===== src/rtl/sad_min_tracker.sv =====
// sad_min_tracker: tracks the smallest SAD value over one search window.
// It also tracks the displacement of that value. When the window ends, it
// presents the winning SAD and motion vector on a valid/ready result port.
module sad_min_tracker #(
   parameter int SAD_WIDTH = 16,
   parameter int SEARCH_W  = 16,
   parameter int SEARCH_H  = 16,
   parameter int RANGE     = 8,
   parameter int MV_WIDTH  = 5
) (
   input  logic                 clk,
   input  logic                 rst_n,
   input  logic                 block_start,
   input  logic                 sad_valid,
   input  logic [SAD_WIDTH-1:0] sad_in,
   input  logic                 result_ready,
   output logic                 result_valid,
   output logic [SAD_WIDTH-1:0] best_sad,
   output logic [MV_WIDTH-1:0]  best_mv_x,
   output logic [MV_WIDTH-1:0]  best_mv_y,
   output logic                 busy,
   output logic                 overrun
);

   localparam int XW = (SEARCH_W > 1) ? $clog2(SEARCH_W) : 1;
   localparam int YW = (SEARCH_H > 1) ? $clog2(SEARCH_H) : 1;

   typedef enum logic {
      IDLE  = 1'b0,
      ACCUM = 1'b1
   } state_t;

   state_t                 state_q, state_d;
   logic [XW-1:0]          x_q, x_d;
   logic [YW-1:0]          y_q, y_d;
   logic [SAD_WIDTH-1:0]   min_sad_q, min_sad_d;
   logic [XW-1:0]          min_x_q, min_x_d;
   logic [YW-1:0]          min_y_q, min_y_d;
   logic                   result_valid_q;
   logic [SAD_WIDTH-1:0]   best_sad_q;
   logic [MV_WIDTH-1:0]    best_mv_x_q, best_mv_y_q;
   logic                   busy_q;
   logic                   overrun_q;

   // block_start always restarts the window at (0,0). A coincident sample
   // therefore belongs to the new window, even if the block is already in ACCUM.
   logic                   accept;
   logic [XW-1:0]          cand_x;
   logic [YW-1:0]          cand_y;
   logic                   first_cand;
   logic                   last_cand;
   logic                   take;
   logic [MV_WIDTH-1:0]    mv_x, mv_y;

   assign accept     = sad_valid & (block_start | (state_q == ACCUM));
   assign cand_x     = block_start ? '0 : x_q;
   assign cand_y     = block_start ? '0 : y_q;
   assign first_cand = (cand_x == '0) && (cand_y == '0);
   assign last_cand  = accept && (cand_x == XW'(SEARCH_W - 1))
                              && (cand_y == YW'(SEARCH_H - 1));
   // The first candidate loads unconditionally. Later candidates replace the
   // minimum only on a strictly smaller SAD, so the earliest tie wins.
   assign take       = accept && (first_cand || (sad_in < min_sad_q));

   assign min_sad_d  = take ? sad_in : min_sad_q;
   assign min_x_d    = take ? cand_x : min_x_q;
   assign min_y_d    = take ? cand_y : min_y_q;

   // The displacement is formed one bit wider, then trimmed to the output width.
   assign mv_x = MV_WIDTH'((MV_WIDTH+1)'(min_x_d) - (MV_WIDTH+1)'(RANGE));
   assign mv_y = MV_WIDTH'((MV_WIDTH+1)'(min_y_d) - (MV_WIDTH+1)'(RANGE));

   // Raster index advance: x runs fastest; both indices clear when the window ends.
   always_comb begin
      x_d     = cand_x;
      y_d     = cand_y;
      state_d = state_q;
      if (block_start) begin
         state_d = ACCUM;
      end
      if (accept) begin
         if (cand_x == XW'(SEARCH_W - 1)) begin
            x_d = '0;
            y_d = cand_y + YW'(1);
         end else begin
            x_d = cand_x + XW'(1);
         end
      end
      if (last_cand) begin
         x_d     = '0;
         y_d     = '0;
         state_d = IDLE;
      end
   end

   // Sequential state: window control, running minimum and the result port.
   always_ff @(posedge clk or negedge rst_n) begin
      if (!rst_n) begin
         state_q        <= IDLE;
         x_q            <= '0;
         y_q            <= '0;
         min_sad_q      <= '0;
         min_x_q        <= '0;
         min_y_q        <= '0;
         result_valid_q <= 1'b0;
         best_sad_q     <= '0;
         best_mv_x_q    <= '0;
         best_mv_y_q    <= '0;
         busy_q         <= 1'b0;
         overrun_q      <= 1'b0;
      end else begin
         state_q   <= state_d;
         x_q       <= x_d;
         y_q       <= y_d;
         min_sad_q <= min_sad_d;
         min_x_q   <= min_x_d;
         min_y_q   <= min_y_d;
         busy_q    <= (state_d == ACCUM);
         if (last_cand) begin
            best_sad_q     <= min_sad_d;
            best_mv_x_q    <= mv_x;
            best_mv_y_q    <= mv_y;
            result_valid_q <= 1'b1;
            // The previous result is lost only when it was not accepted this cycle.
            if (result_valid_q && !result_ready) begin
               overrun_q <= 1'b1;
            end
         end else if (result_valid_q && result_ready) begin
            result_valid_q <= 1'b0;
         end
      end
   end

   assign result_valid = result_valid_q;
   assign best_sad     = best_sad_q;
   assign best_mv_x    = best_mv_x_q;
   assign best_mv_y    = best_mv_y_q;
   assign busy         = busy_q;
   assign overrun      = overrun_q;

endmodule


===== config.mk =====
export PLATFORM = sky130hd
export DESIGN_NAME = sad_min_tracker
export DESIGN_NICKNAME = d
export VERILOG_FILES = /design/src/rtl/sad_min_tracker.sv
export SDC_FILE = /design/constraint.sdc
export NUM_CORES = 1
export LEC_CHECK = 0
export CAP_MARGIN = 40
export CORE_UTILIZATION = 55
export CTS_BUF_LIST = sky130_fd_sc_hd__clkbuf_2 sky130_fd_sc_hd__clkbuf_4 sky130_fd_sc_hd__clkbuf_8
export DETAILED_ROUTE_END_ITERATION = 8
export GPL_TIMING_DRIVEN = 0
export PLACE_DENSITY_LB_ADDON = 0.2
export SKIP_LAST_GASP = 1
export SYNTH_ARGS = -nofsm -noshare
export SYNTH_HDL_FRONTEND = slang
export SYNTH_SLANG_ARGS = --single-unit

===== constraint.sdc =====
create_clock -name clk -period 3.1 [get_ports clk]
set_input_delay 0.62 -clock clk [delete_from_list [all_inputs] [get_ports clk]]
set_output_delay 0.62 -clock clk [all_outputs]
set_load 0.01 [all_outputs]

==> results of run 1 <==
[critical path, cell delays in order]
cell and delay (ns):
clkdlybuf4s50_1 0.50, clkbuf_2 0.22, nand2b_1 0.21, inv_1 0.15
ha_1 0.21, nand4_1 0.15, nor3b_4 0.27, nand4_1 0.23
clkbuf_2 0.27, o31ai_1 0.30
[timing repair]
item	CTS	global route
hold buffers	0	0
pin swaps	2	1
setup endpoints to repair	25	30
buffers inserted	5	2
resized for setup	7	7
[metrics by stage]
stage	TNS (ns)	area, sq um	power, uW	hold slack [ns]
CTS	0	3950	1890	0.293
detailed placement	-18.00	3710	1240	0.456
finish	0	3970	1880	0.283
global route	-0.00357	3970	1980	0.325
floorplan	0	3110	1120	0.324
global placement	-47.21	3690	1230	0.435
[sequential cells by signal, summed over array words and instances, names as in the netlist, named ones only]
name and flops:
best_mv_x 4, best_mv_y 4, best_sad 16, busy 1, min_sad_q 16, min_x_q 3
min_y_q 3, overrun 1, result_valid 1, x_q 4, y_q 4
[cell type report]
type                            count  area share (%)
Multi-Input combinational cell    213            34.9
Inverter                           37            3.50
Buffer                             18            3.34
Clock inverter                      2           0.252
Timing Repair Buffer               58            14.2
Tap cell                           72            2.27
Clock buffer                       13            4.35
Sequential cell                    59            37.2
[placed cells by master, fill, tap and decap left out, types with 8 or more instances in the layout]
master,Yosys,layout
dfrtp_1,59,59
o21ai_2,19,19
clkdlybuf4s50_1,0,48
a31oi_1,20,20
nand2_1,18,18
o21ai_0,8,8
inv_1,37,37
o21ai_1,21,21
a21oi_1,31,31
nor2_1,31,31
buf_4,2,12
ha_1,19,19
clkbuf_8,0,12
[logic make-up (layout without fill, tap and decap cells)]
logic type                 count (synthesis)  count (layout)  share of synthesized area [%]
AOI/OAI and AO/OA                        106             106                           21.3
xor gates and xnor gates                   3               3                          0.845
adders and majority gates                 19              19                           7.64
buffers and inverters                     55             128                           8.37
DFF                                       59              59                           47.5
muxes                                      5               5                           1.81
and+or+nand+nor                           80              80                           12.6
[metal layers]
layer  wire length, um  vias up
li1                  -     1272
met1              3270     1287
met2              3400       63
met3               361       12
met4               102        0
met5                 0        -
[worst paths after layout]
kind / from / end / slack (ns) / depth (start not counted)
setup / recovery: block_start / best_mv_y[3] / 0.20 / 10
hold / removal: rst_n / best_mv_y[2] / 0.28 / 1
setup reg to reg: min_sad_q[14] / min_y_q[2] / 0.62 / 8
hold reg to reg: overrun / overrun / 0.46 / 2
max in group asynchronous: rst_n / best_sad[6] / 2.23 / 2
min in group clk: overrun / overrun / 0.46 / 2
[power groups by stage]
| stage | clock [uW] | sequential (uW) | combinational (uW) |
|---|---|---|---|
| finish | 647 | 853 | 381 |
| global route | 698 | 859 | 426 |
| global placement | 0 | 864 | 365 |
| floorplan | 0 | 860 | 262 |
| detailed placement | 0 | 867 | 377 |
| CTS | 658 | 853 | 381 |
==> impl_metrics.env, run 1 <==
export IMPL_seq_area_sq_mm=0.00148
export IMPL_p_int_uw=1340
export IMPL_grt_antenna_before_repair=0
export IMPL_fmax_ghz=0.345
export IMPL_areaGrowthSynthToFinish_pct=27.7
export IMPL_yosysWarnings=0
export IMPL_syn_nets=367
export IMPL_criticalPathCategory="in2reg"
export IMPL_synth_edf_count=0
export IMPL_cts_buffer_depth=2
export IMPL_ys_seq_area_share_pct=47.5
export IMPL_die_area_sq_mm=0.00596
export IMPL_synth_most_common_cell="dfrtp_1"
export IMPL_synth_cells=327
export IMPL_finalCriticalPeriod_ns=2.90
export IMPL_setup_viol=0
export IMPL_switchingPower_uw=544
export IMPL_top_usage_layer="met2"
export IMPL_multi_input_area_sq_mm=0.00139
export IMPL_grt_pass1_vias=2508
export IMPL_die_y_um=77.2
export IMPL_synthArstFlopShare_pct=100
export IMPL_cp_end_kind="flip-flop"
export IMPL_path_max_fanout=10
export IMPL_synth_top_area_share_pct=47.5
export IMPL_place_ws_ns=-0.691
export IMPL_grtUsageMet2_pct=41.0
export IMPL_crit_arrival_ns=3.13
export IMPL_synth_top_area_cell="dfrtp_1"
export IMPL_critPathLaunchType="primary input"
export IMPL_drtAntennaViolNets=0
export IMPL_ys_seq_elements=59
export IMPL_fin_worst_skew_ns=0.00648
export IMPL_status="complete, no violations"
export IMPL_hold_violations=0
export IMPL_path_clk_slew_ns=0.06
export IMPL_rows=27
export IMPL_grt_max_degree=36
export IMPL_start_util_pct=56.8
export IMPL_io_buffers=49
export IMPL_swShare_pct=28.9
export IMPL_core_sq_mm=0.00547
export IMPL_drtIter0Drc=179
export IMPL_ios=50
export IMPL_cp_data_required_time_ns=3.33
export IMPL_grtUsageTotal_pct=26.4
export IMPL_clock_latency_ns=0.34
export IMPL_postLayoutCoreUtil_pct=72.6
export IMPL_grtUsageMet1_pct=37.3
export IMPL_sequentialPowerShare_pct=45.4
export IMPL_avgSynthCellArea_sq_um=9.51
export IMPL_dr_total_vias=2634
export IMPL_layout_drive_gt1_share_pct=17.5
export IMPL_relSlewSlack_pct=51.3
export IMPL_slew_violations=0
export IMPL_ctsHtreeMaxLevel=3
export IMPL_worstMarginPinSlew_ns=0.731
export IMPL_yosysUniqueCellTypes=36
export IMPL_cts_tree="built"
export IMPL_n_fill_cell=420
export IMPL_dpl_hpwl_um=4980
export IMPL_grt_overflow_total=0
export IMPL_fin_nets=436
export IMPL_fin_crit_sh_pct=93.6
export IMPL_drc=0
export IMPL_hp_class="in2async"
export IMPL_routed_wl_um=7130
export IMPL_syn_area_sq_mm=0.00311
export IMPL_vias_per_cell=5.58
export IMPL_setup_slack_ns=0.199
export IMPL_clock_power_share_pct=34.4
export IMPL_power_leakage_uw=0.00188
export IMPL_synthFlopType="dfrtp_1"
export IMPL_die_x_um=77.2
export IMPL_grt_pass1_wl_um=12000
export IMPL_place_gp_congestion=0.817
export IMPL_p_per_area_mw_per_mm2=474
export IMPL_synth_common_cells="dfrtp_1 (59), inv_1 (37), a21oi_1 (31), nor2_1 (31), o21ai_1 (21)"
export IMPL_stdcell_count=472
export IMPL_cts_buffers=9
export IMPL_cap_viol_max_count=0
export IMPL_comb_power_share_pct=20.2
export IMPL_grt_met3_usage_pct=4.29
export IMPL_drt_pass1_iterations=4
export IMPL_routedWlPerCell_um=15.1
export IMPL_clkSinkCount=59
export IMPL_antenna_cells=0
export IMPL_irDropWorstVdd_v=0.000310
export IMPL_root_buffer="clkbuf_8"
export IMPL_place_inst=450
export IMPL_ys_top_cells_by_area="dfrtp_1 (47%), ha_1 (7.6%), o21ai_2 (5.3%)"
No activity file was read; power rests on OpenSTA's default activity.
==> inputs of run 2 (changes only) <==
Settings changed: CTS_CLUSTER_DIAMETER set to 200.
==> results of run 2 <==
Final layout, timing and power as in run 1 (identical DEF).
